## config.mk

```make
export PLATFORM = sky130hd
export DESIGN_NAME = sync_fifo_param
export DESIGN_NICKNAME = d
export VERILOG_FILES = /design/src/rtl/sync_fifo_param.sv
export SDC_FILE = /design/constraint.sdc
export NUM_CORES = 1
export LEC_CHECK = 0
export ABC_AREA = 1
export BUFFER_PORTS_ARGS = -buffer_cell sky130_fd_sc_hd__buf_2
export CORE_ASPECT_RATIO = 0.75
export CORE_UTILIZATION = 50
export DETAILED_ROUTE_END_ITERATION = 8
export PLACE_DENSITY_LB_ADDON = 0.12
export SLEW_MARGIN = 25
export SYNTH_ARGS = -nofsm -noshare
export SYNTH_HDL_FRONTEND = slang
export SYNTH_SLANG_ARGS = --single-unit
```

## constraint.sdc

```tcl
create_clock -name clk -period 2.3 [get_ports clk]
set_input_delay 0.115 -clock clk [delete_from_list [all_inputs] [get_ports clk]]
set_output_delay 0.115 -clock clk [all_outputs]
set_load 0.02 [all_outputs]
```

## src/rtl/sync_fifo_param.sv

```systemverilog
// Parametrised single-clock FIFO with registered or fall-through read port,
// occupancy count, almost-full/almost-empty thresholds and sticky error flags.
module sync_fifo_param #(
    parameter int DATA_WIDTH    = 8,
    parameter int ADDR_WIDTH    = 4,
    parameter int AFULL_THRESH  = 12,
    parameter int AEMPTY_THRESH = 4,
    parameter bit FWFT          = 1'b0
) (
    input  logic                  clk,
    input  logic                  rst,
    input  logic                  wr_en,
    input  logic [DATA_WIDTH-1:0] wr_data,
    input  logic                  rd_en,
    output logic [DATA_WIDTH-1:0] rd_data,
    output logic                  rd_valid,
    output logic                  full,
    output logic                  empty,
    output logic                  almost_full,
    output logic                  almost_empty,
    output logic [ADDR_WIDTH:0]   count,
    input  logic                  clr_err,
    output logic                  overflow,
    output logic                  underflow
);

    localparam int DEPTH = 1 << ADDR_WIDTH;
    localparam logic [ADDR_WIDTH:0] DEPTH_C  = (ADDR_WIDTH+1)'(DEPTH);
    localparam logic [ADDR_WIDTH:0] AFULL_C  = (ADDR_WIDTH+1)'(AFULL_THRESH);
    localparam logic [ADDR_WIDTH:0] AEMPTY_C = (ADDR_WIDTH+1)'(AEMPTY_THRESH);

    logic [DATA_WIDTH-1:0] mem [DEPTH];
    logic [ADDR_WIDTH-1:0] wr_ptr;
    logic [ADDR_WIDTH-1:0] rd_ptr;
    logic                  wr_acc;
    logic                  rd_acc;

    // Flags decode the registered count only, so they move one edge after acceptance.
    assign full         = (count == DEPTH_C);
    assign empty        = (count == '0);
    assign almost_full  = (count >= AFULL_C);
    assign almost_empty = (count <= AEMPTY_C);

    // A request is only honoured when the FIFO can service it; rejected
    // requests leave pointers, count and memory untouched.
    assign wr_acc = wr_en & ~full;
    assign rd_acc = rd_en & ~empty;

    // Storage is deliberately not reset.
    always_ff @(posedge clk) begin
        if (wr_acc)
            mem[wr_ptr] <= wr_data;
    end

    always_ff @(posedge clk or posedge rst) begin
        if (rst) begin
            wr_ptr <= '0;
            rd_ptr <= '0;
            count  <= '0;
        end else begin
            if (wr_acc)
                wr_ptr <= wr_ptr + 1'b1;
            if (rd_acc)
                rd_ptr <= rd_ptr + 1'b1;
            unique case ({wr_acc, rd_acc})
                2'b10:   count <= count + 1'b1;
                2'b01:   count <= count - 1'b1;
                default: count <= count;
            endcase
        end
    end

    // Sticky errors: a fresh set outranks a coincident clear.
    always_ff @(posedge clk or posedge rst) begin
        if (rst) begin
            overflow  <= 1'b0;
            underflow <= 1'b0;
        end else begin
            overflow  <= (wr_en & full)  | (overflow  & ~clr_err);
            underflow <= (rd_en & empty) | (underflow & ~clr_err);
        end
    end

    generate
        if (FWFT == 1'b0) begin : g_reg_read
            always_ff @(posedge clk or posedge rst) begin
                if (rst) begin
                    rd_data  <= '0;
                    rd_valid <= 1'b0;
                end else begin
                    if (rd_acc)
                        rd_data <= mem[rd_ptr];
                    rd_valid <= rd_acc;
                end
            end
        end else begin : g_fwft_read
            // Head word is always on display; a pop simply advances rd_ptr.
            assign rd_data  = mem[rd_ptr];
            assign rd_valid = ~empty;
        end
    endgenerate

endmodule

```

==> key figures <==
Power
  – Combinational fraction of design power: between 30% and 40%
  – Clock network fraction of total power: about 28%
  – Switching power: 3758 µW
  – Register share of total power: a little over a third
  – Lkg Pwr: between 0.003 and 0.004 µW
  – Pwr per Cell Area: ~1300 nW/µm²
  – Fraction of power spent switching nets: 37.59%
  – Cell-internal power: between 6000 and 7000 µW
  – Maximum ir drop on the vdd rail: 577.3 µV
  – Power Total: 9998 µW

Clock tree
  – Clock Latency Late Sink: 410 ps
  – Number of buffers inserted during clock tree synthesis: 17
  – # clock sinks: around 150
  – H-tree levels: 4
  – Clock-pin slew on the worst setup and hold paths: approximately 60 ps
  – TritonCTS clock tree: built
  – Clock tree buffer depth: 2
  – Clock Root Buffer: sky130_fd_sc_hd__clkbuf_16

Outcome
  – Result of the run: finished clean

Worst hold path
  – Class of the tightest hold or removal check: in -> reg

Logic synthesis
  – Sequential element share of the synthesized area: approximately two thirds
  – Mux cell area share after synthesis: 0%
  – Mean Syn Cell Area: between 10 and 15 µm²
  – Area share of xor/xnor cells in the synthesized design: under 10%
  – Cell type with the highest aggregate area in the netlist: sky130_fd_sc_hd__edfxtp_1
  – Leading cell type by number of instances after synthesis: sky130_fd_sc_hd__nand2_1
  – Top cell type's share of synthesized area: approximately 57%
  – Synth unique cells: 21
  – Compound-Gate Fraction of Synth Area: less than 1%
  – Post-synthesis simple-gate area fraction: 21.51%
  – Gate count of the mapped netlist: ~680
  – Number of synthesized register bits: about 150
  – Commonest register cell after synthesis: sky130_fd_sc_hd__edfxtp_1
  – Dominant combinational cell family by area after synthesis: simple AND/OR/NAND/NOR gates
  – Post-synthesis cell area: about 6800 µm²
  – Post-Synthesis Net Count: 700
  – Number of enable-type register cells in the synthesized netlist: roughly 130
  – Largest cells by area after synthesis: sky130_fd_sc_hd__edfxtp_1, sky130_fd_sc_hd__nand2_1, sky130_fd_sc_hd__dfrtp_1, sky130_fd_sc_hd__nand3_1, sky130_fd_sc_hd__inv_1
  – Count of synthesis-stage warnings from yosys: 0
  – Share of flip-flops with an asynchronous set or reset after synthesis: 15.79%
  – Fraction of the mapped netlist area in adder cells: approximately 1.5%
  – Commonest cells in the synthesized netlist: sky130_fd_sc_hd__nand2_1, sky130_fd_sc_hd__edfxtp_1, sky130_fd_sc_hd__inv_1

Worst setup path
  – Critical path type: reg -> reg
  – Most repeated library cell on the critical path: sky130_fd_sc_hd__nand2_1
  – Largest fanout of any net on the critical path: 5
  – Bufs and invs on worst path: 2
  – Maximum cell stage delay along the critical path: roughly 440 ps
  – Data required time of the critical path: about 2600 ps
  – Slowest library cell on the worst path: sky130_fd_sc_hd__dfrtp_2
  – Sort of element at the start of the critical path: register
  – Largest delay contributor family on the critical path: simple AND/OR/NAND/NOR gates
  – Crit path cell chain: inv_2, nand2_1, nor2_2, nand3_1, nand2_4, ha_4, xor2_2, ha_1, inv_1, nand2_1, nand3_2, nand3_1, nand2_1, nand2_1, nand2_1
  – CP Data Arrival Time: 2490 ps
  – Critical path endpoint category: register

Timing
  – Number of hold violations in the final report: 0
  – Least-Margin Pin Slew: 783.7 ps
  – Sum Neg Setup Slack: 0 ps
  – Final critical delay including setup and external delays: about 2200 ps
  – Final setup vio count: 0
  – Worst slew slack as a fraction of its limit: between 40% and 50%
  – Highest achievable clock rate: about 460 MHz
  – Final clock skew: ~7.6 ps
  – Pins Over Slew Limit: 0
  – Final worst-path cycle share: 94.93%

Detailed routing
  – Mean number of vias per cell: 5.120
  – Length of the first detailed-routing pass in iterations: 5
  – Via Count: ~4700
  – Detail Route Antenna Nets: 0
  – Number of remaining DRC errors: 0
  – Initial detailed-routing violation count: between 400 and 500
  – Routed WL: ~15000 µm
  – Average routed wire per standard cell: approximately 17 µm

GRT
  – Congestion Overflow GR: 0
  – Largest net degree at the start of global routing: 35
  – Total GRT Usage: approximately a quarter
  – Via count of the first global-routing pass: ~4300
  – Initial antenna violation count: 0
  – Wire length of the first global-routing pass: 23680 µm

Floorplanning
  – Die Area: ~14000 µm²
  – Core Region: between 10000 and 15000 µm²
  – Die extent in x: around 140 µm
  – Die extent in y: 103.0 µm
  – Number of placement rows: 36
  – # IOs: 33
  – Initial standard-cell utilization of the core: 51.83%

Layout
  – Number of inserted diodes: 0
  – Final design area excluding fillers: around 8000 µm²
  – Area Growth Syn to Fin: 15.12%
  – Nets@finish: ~750
  – Fillers: about 1100
  – Ratio of cells with drive above 1 in the final layout: between 10% and 20%
  – Utilization after layout: roughly three fifths

Place
  – Quantity of I/O buffers inserted on ports: 32
  – Final RePlAce weighted congestion: ~0.83
  – Placed wire-length estimate: approximately 9700 µm
  – Area after DPL: slightly above 7000 µm²

Run
  – Max-cap violation count: 0
[state kept, by name (all words and copies together), names as in the netlist]
signal	flops
rd_data	8
underflow	1
mem	128
rd_ptr	4
rd_valid	1
wr_ptr	4
overflow	1
count	5
[per-stage QoR]
stage                     setup WS (ps)  hold WS (ps)  cells
after detailed placement          31.88         178.7    875
after floorplan                   29.64         129.6    679
after CTS                         54.62         58.45    911
after global routing             -13.46         47.51    912
final                             116.6         49.04    912
after global placement            140.2         175.6    875
[worst paths after layout]
kind,startpoint,to,slack (ps),cells after the start
max in group asynchronous,rst,count[1],1730,4
min reg2reg,rd_data[7],rd_data[7],480,2
max,count[1],count[4],120,15
max reg2reg,count[1],count[4],120,15
min in group asynchronous,rst,rd_data[1],300,4
min,wr_en,wr_ptr[0],50,3
[power groups by stage]
stage	Combinational, µW	Sequential, µW	Clock [µW]
CTS	3490	3650	2850
global route	3930	3710	2980
detailed placement	3450	3710	0
global placement	3390	3690	0
finish	3510	3660	2820
floorplan	2350	3800	0
[what timing repair did]
action / 4_1_cts / 5_1_grt
pin swaps: 0 / 2
buffers inserted: 0 / 1
hold buffers: 4 / 0
resized for setup: 1 / 7
endpoints found under the setup margin: 1 / 3
hold endpoints to repair: 26 / 0
[worst min-delay path, delay by kind of cell]
| family | cells | cell delay (ps) |
|---|---|---|
| XOR/XNOR | 1 | 70 |
| buffers and inverters | 1 | 120 |
| AND/OR/NAND/NOR | 1 | 110 |
[per-layer routing]
layer	track usage [%]	part of all wire, %	wire length (µm)	up-vias
met3	4.277	6.1	950	19
met2	35.53	45	6963	164
li1	-	-	-	2251
met5	0	0	0	-
met1	35.05	48	7395	2235
met4	7.607	1.1	171	0
[placed cells by master (no fill, tap or decap), drive strengths merged]
cell	n
nand2	225
edfxtp	128
inv	119
nand3	105
buf	53
dfrtp	24
nor2	21
clkbuf	20
xor2	9
ha	8
o21ai	7
clkinv	6
clkinvlp	4
dlygate4sd3	4
bufinv	3
xnor2	2
a21boi	1
nand3b	1
a211oi	1
[cells by family after synthesis]
| kind of cell | after synthesis |
|---|---|
| adders and majority gates | 8 |
| buffers and inverters | 147 |
| xor gates and xnor gates | 11 |
| DFF | 152 |
| AOI/OAI and AO/OA | 9 |
| and+or+nand+nor | 352 |
[layout make-up]
type                            count  area, µm²  area share (%)
Timing Repair Buffer               57      370.4           4.735
Inverter                          120      450.4           5.759
Multi-Input combinational cell    380       1740           22.25
Clock buffer                       20      446.7           5.711
Tap cell                          171      214.0           2.736
Sequential cell                   152       4447           56.85
Clock inverter                     12      152.6           1.952
Power figures use the tool's default switching activity.
